--- src/rtl/mult_div_unit.sv ---
// Iterative MIPS multiply/divide unit holding the architectural HI/LO registers.
// Shift-add multiply and restoring divide on operand magnitudes, with sign fix-up on the final edge.
module mult_div_unit #(
  parameter int WIDTH = 32
) (
  input  logic             clk,
  input  logic             reset,
  input  logic             start,
  input  logic [1:0]       op,
  input  logic [WIDTH-1:0] operand_a,
  input  logic [WIDTH-1:0] operand_b,
  input  logic             hi_write,
  input  logic             lo_write,
  input  logic [WIDTH-1:0] hi_lo_write_data,
  output logic             busy,
  output logic             done,
  output logic [WIDTH-1:0] hi,
  output logic [WIDTH-1:0] lo
);

  localparam int CW = $clog2(WIDTH + 1);

  typedef enum logic [1:0] {IDLE, MUL, DIV, FIX} state_t;

  state_t             state, next_state;
  logic [CW-1:0]      count;
  logic [2*WIDTH-1:0] acc;
  logic [WIDTH-1:0]   addend_divisor;
  logic [WIDTH-1:0]   dividend_raw;
  logic               is_div, negate_main, negate_rem, div_zero;

  logic               a_neg, b_neg;
  logic [WIDTH-1:0]   a_mag, b_mag;
  logic [WIDTH:0]     sum, trial;
  logic [2*WIDTH-1:0] fix_prod;
  logic [WIDTH-1:0]   fix_quo, fix_rem;

  assign busy = (state != IDLE);

  // Op[0]=0 selects the signed variants; magnitudes feed the unsigned core.
  assign a_neg = ~op[0] & operand_a[WIDTH-1];
  assign b_neg = ~op[0] & operand_b[WIDTH-1];
  assign a_mag = a_neg ? -operand_a : operand_a;
  assign b_mag = b_neg ? -operand_b : operand_b;

  // Multiply: acc = {partial product high, remaining multiplier bits}.
  // Divide:   acc = {partial remainder, dividend/quotient bits}.
  assign sum   = {1'b0, acc[2*WIDTH-1:WIDTH]}
               + {1'b0, (acc[0] ? addend_divisor : {WIDTH{1'b0}})};
  assign trial = acc[2*WIDTH-1:WIDTH-1] - {1'b0, addend_divisor};

  assign fix_prod = negate_main ? -acc : acc;
  assign fix_quo  = negate_main ? -acc[WIDTH-1:0] : acc[WIDTH-1:0];
  assign fix_rem  = negate_rem  ? -acc[2*WIDTH-1:WIDTH] : acc[2*WIDTH-1:WIDTH];

  always_ff @(posedge clk) begin
    if (reset) state <= IDLE;
    else       state <= next_state;
  end

  always_comb begin
    next_state = state;
    case (state)
      IDLE:     if (start) next_state = op[1] ? DIV : MUL;
      MUL, DIV: if (count == CW'(1)) next_state = FIX;
      FIX:      next_state = IDLE;
      default:  next_state = IDLE;
    endcase
  end

  always_ff @(posedge clk) begin
    if (reset) begin
      count          <= '0;
      acc            <= '0;
      addend_divisor <= '0;
      dividend_raw   <= '0;
      is_div         <= 1'b0;
      negate_main    <= 1'b0;
      negate_rem     <= 1'b0;
      div_zero       <= 1'b0;
      done           <= 1'b0;
      hi             <= '0;
      lo             <= '0;
    end else begin
      done <= (state == FIX);
      case (state)
        IDLE: begin
          if (hi_write) hi <= hi_lo_write_data;
          if (lo_write) lo <= hi_lo_write_data;
          if (start) begin
            count        <= CW'(WIDTH);
            is_div       <= op[1];
            negate_main  <= a_neg ^ b_neg;
            negate_rem   <= a_neg;
            div_zero     <= (operand_b == '0);
            dividend_raw <= operand_a;
            if (op[1]) begin
              acc            <= {{WIDTH{1'b0}}, a_mag};
              addend_divisor <= b_mag;
            end else begin
              acc            <= {{WIDTH{1'b0}}, b_mag};
              addend_divisor <= a_mag;
            end
          end
        end
        MUL: begin
          acc   <= {sum, acc[WIDTH-1:1]};
          count <= count - CW'(1);
        end
        DIV: begin
          // Borrow out of the trial subtraction means the divisor did not fit.
          if (trial[WIDTH]) acc <= {acc[2*WIDTH-2:0], 1'b0};
          else              acc <= {trial[WIDTH-1:0], acc[WIDTH-2:0], 1'b1};
          count <= count - CW'(1);
        end
        FIX: begin
          if (is_div) begin
            if (div_zero) begin
              lo <= {WIDTH{1'b1}};
              hi <= dividend_raw;
            end else begin
              lo <= fix_quo;
              hi <= fix_rem;
            end
          end else begin
            hi <= fix_prod[2*WIDTH-1:WIDTH];
            lo <= fix_prod[WIDTH-1:0];
          end
        end
        default: ;
      endcase
    end
  end

endmodule

--- config.mk ---
export PLATFORM = sky130hd
export DESIGN_NAME = mult_div_unit
export DESIGN_NICKNAME = d
export VERILOG_FILES = /design/src/rtl/mult_div_unit.sv
export SDC_FILE = /design/constraint.sdc
export NUM_CORES = 1
export LEC_CHECK = 0
export ABC_CLOCK_PERIOD_IN_PS = 4620
export BUFFER_PORTS_ARGS = -buffer_cell sky130_fd_sc_hd__buf_2
export CORE_MARGIN = 3
export CORE_UTILIZATION = 52
export DETAILED_ROUTE_END_ITERATION = 7
export GPL_TIMING_DRIVEN = 0
export PLACE_DENSITY = 0.73
export SYNTH_ARGS = -nofsm -noshare
export SYNTH_HDL_FRONTEND = slang
export SYNTH_SLANG_ARGS = --single-unit
--- constraint.sdc ---
create_clock -name clk -period 4.62 [get_ports clk]
set_input_delay 0.462 -clock clk [delete_from_list [all_inputs] [get_ports clk]]
set_output_delay 0.462 -clock clk [all_outputs]
set_load 0.02 [all_outputs]
Word-level counts from Yosys, hierarchy flattened
Cells that the tools add are included.

cells by class
  shift-type cells = 0
  $add $sub $neg = 8
  magnitude comparators = 0
  eq/ne operators = 8
  bitwise operators = 4
  multiply operators = 0
  div/mod/pow operators = 0
  multiplexer cells = 25
  reduce and logical (&&, ||, !) cells = 13

operators by type and width
  operator                                                                 number
  32-bit 2-to-1 mux                                                        13
  64-bit 2-to-1 mux                                                        3
  64-bit one-hot mux with 3 select lines                                   1
  32-bit negator                                                           4
  32-bit one-hot mux with 2 select lines                                   2
  64-bit negator                                                           1
  32-bit by 32-bit adder with 33-bit output                                1
  33-bit by 32-bit subtractor with 33-bit output                           1
  32-bit logical NOT                                                       1
  6-bit one-hot mux with 2 select lines                                    1
  2-bit AND reduction                                                      6
  6-bit by 1-bit == test with 1-bit output, second input constant          1
  2-bit 2-to-1 mux                                                         3
  6-bit 2-to-1 mux                                                         1
  2-bit inequality test, second input constant                             3
  2-bit one-hot mux with 3 select lines                                    1
  2-bit nonzero test                                                       3
  6-bit by 1-bit subtractor with 6-bit output, second input constant       1
  2-bit == test, second input constant                                     2
  3-bit nonzero test                                                       1
  1-bit AND                                                                2
  2-bit by 1-bit == test with 1-bit output, second input constant          1
  2-bit logical NOT                                                        1
  2-bit by 1-bit inequality test with 1-bit output, second input constant  1
  3 further kinds                                                          3

storage, ports and cells
  latch bits = 0
  memories = 0
  word-level logic and storage cells = 70
  register bits = 205
  input bits = 103
  output and inout bits = 66
  memory bits (writable) = 0
  ROM bits = 0

Depth between registers and ports, before layout
  word-level depth = 6
  mapped depth = 15
  mapped depth without buffers = 13

Worst setup path before layout
Ideal clock, no wire load.

  path kind = register to register
  start = register acc[31]
  end = register acc[40]
  period minus slack after synthesis = 3114 ps
  library setup time = 70 ps
  setup slack = 1506 ps
  stages on the path, launching flop included = 14
  data required time = 4550 ps
  path buffers = 1
  arrival time = 3043 ps
  path through = dfxtp_1 inv_1 ha_1 fa_1 nand2b_1 a211oi_1 o211ai_1 a31oi_1 o21ai_1 xnor2_1 clkbuf_1 nand3_1 a31o_2 a21oi_1

on the way
  cells in the longest elaborated chain, start to end = 3

ends and longest elaborated chain
  item                                            line  text
  from (decl)                                     27    logic [2*WIDTH-1:0] acc;
  from (signal assigned)                          98    acc <= {{WIDTH{1'b0}}, a_mag};
  from (signal assigned)                          101   acc <= {{WIDTH{1'b0}}, b_mag};
  from (signal assigned)                          107   acc <= {sum, acc[WIDTH-1:1]};
  33-bit by 32-bit subtractor with 33-bit output  50    assign trial = acc[2*WIDTH-1:WIDTH-1] - {1'b0, addend_divisor};
  64-bit 2-to-1 mux                               112   if (trial[WIDTH]) acc <= {acc[2*WIDTH-2:0], 1'b0};
  64-bit one-hot mux with 3 select lines          86    case (state)

Every way passes these cells.
A chain may end at the register's enable or synchronous reset.

Worst setup path in the final report
  start = register acc[0]
  end = register hi[4]

on the way
  cells in the longest elaborated chain, start to end = 4

ends and longest elaborated chain
  item                                    line  text
  64-bit negator                          52    assign fix_prod = negate_main ? -acc : acc;
  64-bit 2-to-1 mux                       52
  32-bit 2-to-1 mux                       117   if (is_div) begin
  32-bit one-hot mux with 2 select lines  86
  to (signal assigned)                    88    if (hi_write) hi <= hi_lo_write_data;
  to (signal assigned)                    120   hi <= dividend_raw;
  to (signal assigned)                    123   hi <= fix_rem;
  to (decl)                               17    output logic [WIDTH-1:0] hi,

Every way passes these cells.

==> impl_metrics.env <==
export IMPL_status="completed"
export IMPL_drc=0
export IMPL_ys_seq_area_share_pct=24.1
export IMPL_tightest_slew_ns=1.27
export IMPL_dpl_cell_area_mm2=0.0184
export IMPL_drv_cap=0
export IMPL_antenna_found_initial=1
export IMPL_fin_crit_sh_pct=98.2
export IMPL_drive_gt1_share_pct=9.81
export IMPL_critPathLaunchType="flop"
export IMPL_cts_sinks=205
export IMPL_mostFrequentLayoutCells="nand2_1, a21oi_1, nor2_1"
export IMPL_p_per_area_mw_per_mm2=482
export IMPL_avgViaCountPerCell=6.87
export IMPL_power_mw=9.24
export IMPL_syn_avg_cell_area_um2=7.05
export IMPL_final_hold_violation_count=0
export IMPL_gp_congestion=1.06
export IMPL_fin_skew_ns=0.0127
export IMPL_top_usage_layer="met2"
export IMPL_synth_top_cells_by_area="dfxtp_1, a21oi_1, nand2_1"
export IMPL_use_met2_pct=66.6
export IMPL_clock_latency_ns=0.55
export IMPL_cp_end_kind="flop"
export IMPL_nets=2783
export IMPL_leakage_nw=7.46
export IMPL_async_flop_share_pct=0
export IMPL_yosysWarningCount=0
export IMPL_arrival_ns=4.93
export IMPL_synth_flop_cell="dfxtp_1"
export IMPL_synth_distinct_cells=89
export IMPL_drtIter0Drc=3322
export IMPL_synth_edf_count=0
export IMPL_worstHoldStart="operand_a[17]"
export IMPL_crit_required_ns=5.01
export IMPL_syn_area_mm2=0.0170
export IMPL_rsz0062_at_grt="no"
export IMPL_grt_max_degree=14
export IMPL_hpwl_mm=64.7
export IMPL_worstRegToRegCells=12
export IMPL_ant_nets=0
export IMPL_synth_cells=2412
export IMPL_synthesis_nets=2591
export IMPL_die_x_um=187
export IMPL_grt_pass1_vias=19400
export IMPL_maxSlewViolCount=0
export IMPL_fin_util_pct=60.1
export IMPL_syn2layout_area_growth_pct=12.7
export IMPL_hold_path_depth=3
export IMPL_nFillCells=3054
export IMPL_numCtsBuffers=24
export IMPL_routed_wl_mm=81.4
export IMPL_fmax_mhz=220
export IMPL_min_period_ns=4.54
export IMPL_mostFrequentLayoutCell="nand2_1"
export IMPL_fin_area_mm2=0.0192
export IMPL_portBuffers=166
export IMPL_vias=21000
export IMPL_overflow=0
export IMPL_synth_seq_cells=205
export IMPL_startpoint="acc[0]"
export IMPL_cts_tree="yes"
export IMPL_grt_pass1_wl_mm=120
export IMPL_wl_per_cell_um=26.6
export IMPL_synth_largest_area_cell="dfxtp_1"
export IMPL_htreeDepth=1
export IMPL_slew_headroom_pct=14.8
export IMPL_dieArea_mm2=0.0349
export IMPL_grtUsageMet3_pct=11.9
export IMPL_firstDrtPassIters=6
export IMPL_antennaDiodeCount=0
export IMPL_crit_fanout=10
export IMPL_start_util_pct=53.3
export IMPL_num_rows=65
export IMPL_use_met1_pct=57.4
export IMPL_ir_drop_mv=0.313
export IMPL_clockBufferDepth=3
export IMPL_pin_count=169
export IMPL_setup_viol=0
export IMPL_track_usage_pct=44.2
export IMPL_cts_root_buf="clkbuf_16"
export IMPL_hold_path_class="primary input to flop"
export IMPL_post_cts_buffers=0
export IMPL_coreArea_mm2=0.0319
export IMPL_die_h_um=187
export IMPL_reg2reg_from="acc[0]"
export IMPL_yosysTopAreaCellShare_pct=24.1
export IMPL_path_clk_slew_ns=0.06
export IMPL_worstSetupPathType="flop to flop"
## final cells by class
type                    instances  area, um2  share of cell area [%]
plain buffers                 196        754                    3.94
well taps                     435        544                    2.84
multi-input cells            1937      11900                    62.0
flip-flops and latches        205       4110                    21.4
clock inverters                14        103                   0.535
inverters                      74        278                    1.45
repair buffers                166        831                    4.33
clock buffers                  29        669                    3.49
## power breakdown
part	leakage, nW	internal, mW	switching, mW
Sequential	1.68	2.15	0.396
Combinational	5.40	1.39	3.41
Clock	0.376	1.04	0.848
Total	7.46	4.58	4.66
## cells in the mapped netlist (10+ instances only)
master    count
a211oi_1     45
a21o_1       24
a21oi_1     273
a221oi_1     19
a22o_1       10
a22oi_1      43
a31oi_1      24
a41oi_1      11
and3_1       16
buf_1        24
clkbuf_1    164
dfxtp_1     205
ha_1         74
inv_1        73
mux2i_1      22
nand2_1     343
nand2b_1     19
nand3_1      56
nand4_1      25
nor2_1      241
nor2b_1      13
nor3_1       43
nor4_1       17
o211ai_1     40
o21a_1       10
o21ai_0     118
o21ai_1      18
o221ai_1     39
o22ai_1      15
o31ai_1      26
o41ai_1      11
or3_1        21
or4_1        20
xnor2_1     109
xor2_1       55
## metal layers
layer	share of wire [%]	vias to the layer above	wire (um)
li1	-	9173	-
met1	38	9746	30600
met2	41	1693	33400
met3	14	368	11300
met4	7.5	2	6110
met5	0.021	-	17
## what timing repair did
item,in CTS,in global routing
gates resized for setup,1,6
hold buffers,0,0
setup endpoints to repair,17,24
## cell families after synthesis
family	count (synthesis)	share of synthesized area [%]
AO/OA/AOI/OAI	813	31.1
XOR/XNOR	164	8.45
adder cells (fa/ha/maj)	76	5.68
buffers and inverters	270	6.06
flip-flops	205	24.1
multiplexers	26	1.56
AND/OR/NAND/NOR	858	23.0
## final timing paths
path,end,slack [ns]
max,hi[4],0.08
min,dividend_raw[17],0.21
max reg2reg,hi[4],0.08
min reg2reg,lo[22],0.45
## registers in the layout, summed over array words and instances, names as in the netlist
register	count
lo	32
div_zero	1
hi	32
done	1
acc	64
dividend_raw	32
negate_main	1
count	6
negate_rem	1
addend_divisor	32
is_div	1
state	2
## worst max-delay path: stages, from the launching register on
cell and delay [ns]:
dfxtp_1 0.30, clkbuf_1 0.35, inv_1 0.27, clkbuf_1 0.60, ha_1 0.34, nor3b_1 0.44, nand4_1 0.43, or2_1 0.44
buf_2 0.26, o21ai_1 0.20, mux2_1 0.34, o22ai_1 0.29, a211oi_1 0.12
## through the flow
step,hold WS [ns],std cells,worst slack (ns),TNS (ns)
finish,0.212,3056,0.0819,0
global route,0.225,3056,0.0457,0
CTS,0.212,3056,0.109,0
detailed placement,0.440,3013,-0.154,-0.800
global placement,0.425,3013,-0.140,-0.683
floorplan,0.431,2412,1.51,0
Note: power is estimated with default switching activity, not from simulation.
